==> src/rtl/fp_i2f_pipe.sv <==
// fp_i2f_pipe: multi-lane integer to IEEE-style float converter.
// Sign/magnitude, normalise, field extract, then round and pack.
module fp_i2f_pipe #(
  parameter int IWIDTH = 16,
  parameter int EXP    = 5,
  parameter int MANT   = 10,
  parameter int WIDTH  = 1 + EXP + MANT,
  parameter int LANES  = 1
) (
  input  logic                    clock,
  input  logic                    clock_areset_n,
  input  logic                    data_valid,
  output logic                    data_ready,
  input  logic [LANES*IWIDTH-1:0] dataa,
  input  logic                    signed_mode,
  input  logic                    round_mode,
  output logic                    result_valid,
  input  logic                    result_ready,
  output logic [LANES*WIDTH-1:0]  result,
  output logic [LANES-1:0]        overflow,
  output logic [LANES-1:0]        inexact
);

  localparam int BIAS = 2**(EXP-1) - 1;
  localparam int PW   = $clog2(IWIDTH);
  localparam int NW   = IWIDTH - 1;
  localparam int FW   = IWIDTH + MANT + 1;
  localparam logic [31:0] EMAX = 32'(2**EXP - 1);

  logic                         en;
  logic                         v1_q, v2_q, v3_q, vo_q;
  logic                         rm1_q, rm2_q, rm3_q;

  logic [LANES-1:0]             sign1_d, sign1_q;
  logic [LANES-1:0][IWIDTH-1:0] mag1_d, mag1_q;

  logic [LANES-1:0]             sign2_q;
  logic [LANES-1:0][PW-1:0]     p2_d, p2_q;
  logic [LANES-1:0][NW-1:0]     norm2_d, norm2_q;
  logic [LANES-1:0]             zero2_d, zero2_q;

  logic [LANES-1:0]             sign3_q;
  logic [LANES-1:0][PW-1:0]     p3_q;
  logic [LANES-1:0][MANT-1:0]   mant3_d, mant3_q;
  logic [LANES-1:0]             guard3_d, guard3_q;
  logic [LANES-1:0]             sticky3_d, sticky3_q;
  logic [LANES-1:0]             zero3_q;

  logic [LANES-1:0][WIDTH-1:0]  res_d, res_q;
  logic [LANES-1:0]             ovf_d, ovf_q;
  logic [LANES-1:0]             inx_d, inx_q;

  assign en           = !vo_q | result_ready;
  assign data_ready   = en;
  assign result_valid = vo_q;
  assign result       = res_q;
  assign overflow     = ovf_q;
  assign inexact      = inx_q;

  always_comb begin
    sign1_d = '0;
    mag1_d  = '0;
    for (int k = 0; k < LANES; k++) begin
      sign1_d[k] = signed_mode & dataa[k*IWIDTH + IWIDTH - 1];
      mag1_d[k]  = sign1_d[k] ? -dataa[k*IWIDTH +: IWIDTH]
                              :  dataa[k*IWIDTH +: IWIDTH];
    end
  end

  // Leading-one position, then shift it out of the top bit.
  always_comb begin
    p2_d    = '0;
    norm2_d = '0;
    zero2_d = '0;
    for (int k = 0; k < LANES; k++) begin
      for (int i = 0; i < IWIDTH; i++) begin
        if (mag1_q[k][i]) p2_d[k] = PW'(i);
      end
      zero2_d[k] = ~|mag1_q[k];
      norm2_d[k] = NW'(mag1_q[k] << (PW'(IWIDTH - 1) - p2_d[k]));
    end
  end

  always_comb begin
    logic [FW-1:0] frac;
    frac      = '0;
    mant3_d   = '0;
    guard3_d  = '0;
    sticky3_d = '0;
    for (int k = 0; k < LANES; k++) begin
      frac         = {norm2_q[k], {(MANT + 2){1'b0}}};
      mant3_d[k]   = frac[FW-1 -: MANT];
      guard3_d[k]  = frac[FW-1-MANT];
      sticky3_d[k] = |frac[FW-2-MANT:0];
    end
  end

  always_comb begin
    logic            inc;
    logic [MANT:0]   mant_r;
    logic [31:0]     e;
    inc    = 1'b0;
    mant_r = '0;
    e      = '0;
    res_d  = '0;
    ovf_d  = '0;
    inx_d  = '0;
    for (int k = 0; k < LANES; k++) begin
      inc    = !rm3_q & guard3_q[k] & (sticky3_q[k] | mant3_q[k][0]);
      mant_r = {1'b0, mant3_q[k]} + {{MANT{1'b0}}, inc};
      e      = 32'(p3_q[k]) + 32'(mant_r[MANT]) + 32'(BIAS);
      if (!zero3_q[k]) begin
        inx_d[k] = guard3_q[k] | sticky3_q[k];
        if (e >= EMAX) begin
          res_d[k] = {sign3_q[k], {EXP{1'b1}}, {MANT{1'b0}}};
          ovf_d[k] = 1'b1;
        end else begin
          res_d[k] = {sign3_q[k], e[EXP-1:0], mant_r[MANT-1:0]};
        end
      end
    end
  end

  always_ff @(posedge clock or negedge clock_areset_n) begin
    if (!clock_areset_n) begin
      v1_q      <= 1'b0;
      v2_q      <= 1'b0;
      v3_q      <= 1'b0;
      vo_q      <= 1'b0;
      rm1_q     <= 1'b0;
      rm2_q     <= 1'b0;
      rm3_q     <= 1'b0;
      sign1_q   <= '0;
      mag1_q    <= '0;
      sign2_q   <= '0;
      p2_q      <= '0;
      norm2_q   <= '0;
      zero2_q   <= '0;
      sign3_q   <= '0;
      p3_q      <= '0;
      mant3_q   <= '0;
      guard3_q  <= '0;
      sticky3_q <= '0;
      zero3_q   <= '0;
      res_q     <= '0;
      ovf_q     <= '0;
      inx_q     <= '0;
    end else if (en) begin
      v1_q      <= data_valid;
      rm1_q     <= round_mode;
      sign1_q   <= sign1_d;
      mag1_q    <= mag1_d;
      v2_q      <= v1_q;
      rm2_q     <= rm1_q;
      sign2_q   <= sign1_q;
      p2_q      <= p2_d;
      norm2_q   <= norm2_d;
      zero2_q   <= zero2_d;
      v3_q      <= v2_q;
      rm3_q     <= rm2_q;
      sign3_q   <= sign2_q;
      p3_q      <= p2_q;
      mant3_q   <= mant3_d;
      guard3_q  <= guard3_d;
      sticky3_q <= sticky3_d;
      zero3_q   <= zero2_q;
      vo_q      <= v3_q;
      res_q     <= res_d;
      ovf_q     <= ovf_d;
      inx_q     <= inx_d;
    end
  end

endmodule
==> config.mk <==
export PLATFORM = sky130hd
export DESIGN_NAME = fp_i2f_pipe
export DESIGN_NICKNAME = d
export VERILOG_FILES = /design/src/rtl/fp_i2f_pipe.sv
export SDC_FILE = /design/constraint.sdc
export NUM_CORES = 1
export LEC_CHECK = 0
export CORE_MARGIN = 2
export CORE_UTILIZATION = 58
export CTS_CLUSTER_DIAMETER = 150
export DETAILED_ROUTE_END_ITERATION = 8
export PLACE_DENSITY = 0.88
export SLEW_MARGIN = 20
export SYNTH_ARGS = -nofsm -noshare
export SYNTH_HDL_FRONTEND = slang
export SYNTH_SLANG_ARGS = --single-unit
==> constraint.sdc <==
create_clock -name clock -period 3.25 [get_ports clock]
set_clock_uncertainty 0.1 [all_clocks]
set_input_delay 0.325 -clock clock [delete_from_list [all_inputs] [get_ports clock]]
set_output_delay 0.325 -clock clock [all_outputs]
set_load 0.02 [all_outputs]
==> impl_metrics.env <==
export IMPL_cts_clk_slew_worst_paths_ns=0.08
export IMPL_multiInputGateArea_um2=2208
export IMPL_cp_max_fo=5
export IMPL_setup_viol=0
export IMPL_io_buffers=41
export IMPL_synthAdderAreaFrac_pct=1.405
export IMPL_fin_crit_sh_pct=95.17
export IMPL_min_period_ns=3.093
export IMPL_path_class="reg -> reg"
export IMPL_synth_simple_area_share_pct=22.63
export IMPL_synth_xor_area_share_pct=4.525
export IMPL_clk_path_buf_depth=2
export IMPL_start_util_pct=60.73
export IMPL_gr_usage_met2_pct=47.73
export IMPL_synth_avg_cell_area_um2=8.729
export IMPL_synthMuxAreaShare_pct=1.630
export IMPL_crit_required_ns=3.38
export IMPL_seq_area_frac_synth_pct=45.53
export IMPL_antenna_found_initial=0
export IMPL_nFillCells=566
export IMPL_ir_worst_vdd_mv=0.3381
export IMPL_dpl_hpwl_um=7358
export IMPL_syn_area_um2=4452
export IMPL_hold_path_class="in -> async"
export IMPL_relSlewSlack_pct=36.25
export IMPL_design_core_area_um2=7331
export IMPL_synth_compound_area_share_pct=18.16
export IMPL_synthCells=510
export IMPL_fmax_ghz=0.3233
export IMPL_worst_ep_arrival_time_ns=3.23
export IMPL_worstSkewPairLatency_ns=0.36
export IMPL_ys_types=62
export IMPL_p_leak_uw=0.002192
export IMPL_drive_above_1_share_pct=8.824
export IMPL_grtUsageMet1_pct=31.04
export IMPL_ys_top_cells_by_area="dfrtp_1, nand2_1, o21ai_0, nor2_1, xor2_1"
export IMPL_critPathCaptureType="register"
export IMPL_postRouteWirelength_um=10570
export IMPL_timing_final_ws_setup_ns=0.1570
export IMPL_status="finished clean"
export IMPL_grt_pass1_wl_um=17710
export IMPL_vias=3823
export IMPL_worst_pin_slew_ns=0.9563
export IMPL_grt_pass1_vias=3720
export IMPL_num_io_pins=42
export IMPL_fin_nets=568
export IMPL_ys_ff_latch=81
export IMPL_cts_tree="yes"
export IMPL_drv_cap=0
export IMPL_route_detailed_drc=0
export IMPL_die_h_um=91.61
export IMPL_yosysTopAreaCellShare_pct=45.53
export IMPL_synth_fp_nets=537
export IMPL_synth_edff_count=0
export IMPL_root_buffer="clkbuf_8"
export IMPL_die_w_um=91.61
export IMPL_synth_top_family_by_area="simple AND/OR/NAND/NOR gates"
export IMPL_antenna_cells=0
export IMPL_grt_util_met3_pct=4.684
export IMPL_drtIter0Drc=247
export IMPL_synth_top_cell_by_area="dfrtp_1"
export IMPL_postLayoutCellArea_um2=5090
export IMPL_grt_start_max_net_pins=82
export IMPL_slew_viol_final=0
export IMPL_ant_nets=0
export IMPL_syn2layout_area_growth_pct=14.33
export IMPL_numCtsBuffers=9
export IMPL_regArea_um2=2027
export IMPL_die_area_um2=8392
export IMPL_overflow=0
export IMPL_wl_per_cell_um=16.44
export IMPL_cts_sinks=81
export IMPL_worstSetupStartpointType="register"
export IMPL_htree_levels=3
export IMPL_place_area_um2=4835
export IMPL_rows=31
export IMPL_grt_usage_pct=26.59
export IMPL_final_hold_viol_count=0
export IMPL_busiest_layer="met2"
export IMPL_async_reset_ff_share_pct=100.0
export IMPL_place_congestion=0.9492
export IMPL_p_per_area_nw_per_um2=930.0
export IMPL_dp_worst_setup_slack_ns=0.01394
export IMPL_synthFlopType="dfrtp_1"
export IMPL_vias_per_cell=5.946
export IMPL_firstDrtPassIters=5
export IMPL_ys_warn_count=0
==> cells in the mapped netlist, drive strengths merged, types with 2 or more instances <==
library cell	number
nand2	138
inv	17
o21ai	44
a21oi	14
mux2i	5
nor3	7
buf	11
a22oi	5
ha	5
clkbuf	20
o211ai	10
and3	3
nand3	17
nor4	5
o21a	3
a221oi	4
xnor2	11
o31ai	9
nand2b	7
a211o	4
dfrtp	81
xor2	12
nor2	32
nand4	2
a22o	3
mux2	2
o221ai	7
nor3b	4
or4	4
or2	2
or3	2
==> cells by family (layout without fill, tap and decap cells) <==
logic type / count (synthesis) / after routing
AOI/OAI and AO/OA: 115 / 115
and+or+nand+nor: 230 / 231
adders and majority gates: 5 / 5
DFF: 81 / 81
buffers and inverters: 49 / 82
muxes: 7 / 7
xor gates and xnor gates: 23 / 23
==> power by group <==
part           switching, µW  internal, µW  total (µW)  leakage [µW]
logic                   1250           924        2170       0.00113
clock network            360           367         726     0.0000913
registers                406          1430        1840      0.000974
total                   2010          2720        4730       0.00219
==> metal layers <==
layer,vias to the layer above,routed length [µm]
li1,1829,-
met1,1849,4256
met2,118,5484
met3,27,495
met4,0,333
met5,-,0
==> flip-flops by register name, indices dropped and copies added, names as in the netlist, 4 cells and up <==
name / count
p3_q: 4
mant3_q: 10
result: 16
p2_q: 4
mag1_q: 16
norm2_q: 15
==> final cells by class <==
cell class,instances,share of cell area (%)
inverter,17,1.254
multi-input combinational,381,43.39
timing repair buffer,51,9.489
clock buffer,11,2.778
tap,99,2.434
clock inverter,3,0.8358
sequential,81,39.82
==> path summary, 6_finish.rpt <==
path                                             to  cells past startpoint  slack (ns)             startpoint
min reg2reg                result_valid$_DFFE_PN0P_                      1        0.37       v3_q$_DFFE_PN0P_
min                                v2_q$_DFFE_PN0P_                      1        0.03         clock_areset_n
max                           result[7]$_DFFE_PN0P_                     15        0.16  sticky3_q$_DFFE_PN0P_
min in group clock         result_valid$_DFFE_PN0P_                      1        0.37       v3_q$_DFFE_PN0P_
max in group asynchronous    mant3_q[3]$_DFFE_PN0P_                      1        2.42         clock_areset_n
max reg2reg                   result[7]$_DFFE_PN0P_                     15        0.16  sticky3_q$_DFFE_PN0P_
==> per-stage QoR <==
| step | total power (µW) | cells | utilization (%) | hold slack [ns] | TNS, ns |
|---|---|---|---|---|---|
| 2_1_floorplan | 3269 | 510 | - | -0.07059 | 0 |
| 3_3_place_gp | 3801 | 625 | 65.95 | 0.3431 | 0 |
| 3_5_place_dp | 3884 | 625 | 65.95 | 0.3531 | 0 |
| 4_1_cts | 4618 | 639 | 68.63 | 0.06753 | 0 |
| 5_1_grt | 5072 | 643 | 69.43 | 0.1202 | -0.7080 |
| 6_report | 4733 | 643 | 69.43 | 0.03161 | 0 |
==> what timing repair did <==
action,4_1_cts,5_1_grt
pin swaps,0,3
setup endpoints to repair,10,10
setup buffers,0,3
hold buffers,0,0
gates cloned,0,1
hold endpoints to repair,0,0
gates resized for setup,3,8
==> worst max-delay path, stage by stage (launching register included) <==
cell      delay [ns]
dfrtp_1         0.39
nor2_1          0.07
nor3b_2         0.16
ha_2            0.21
ha_1            0.20
nand3_1         0.15
nor2_2          0.17
and3_4          0.22
nand3_1         0.10
ha_1            0.22
ha_2            0.21
o21ai_2         0.14
nand2_1         0.11
nor3_4          0.24
nand2b_2        0.20
o21ai_0         0.10
==> placed cells by master (no fill, tap or decap), types with 4 or more instances in the layout <==
master / count
a21oi_1: 13
mux2i_1: 5
clkbuf_8: 10
nand3_1: 17
dfrtp_1: 81
buf_4: 11
inv_1: 17
nor4_1: 5
o221ai_1: 7
a211o_1: 4
o211ai_1: 10
nor3_1: 6
nand2b_1: 6
o21ai_0: 41
xor2_1: 12
nor2_1: 31
xnor2_1: 11
nand2_1: 138
clkdlybuf4s50_1: 40
o31ai_1: 8
a22oi_1: 5
Note: power is estimated with default switching activity, not from simulation.
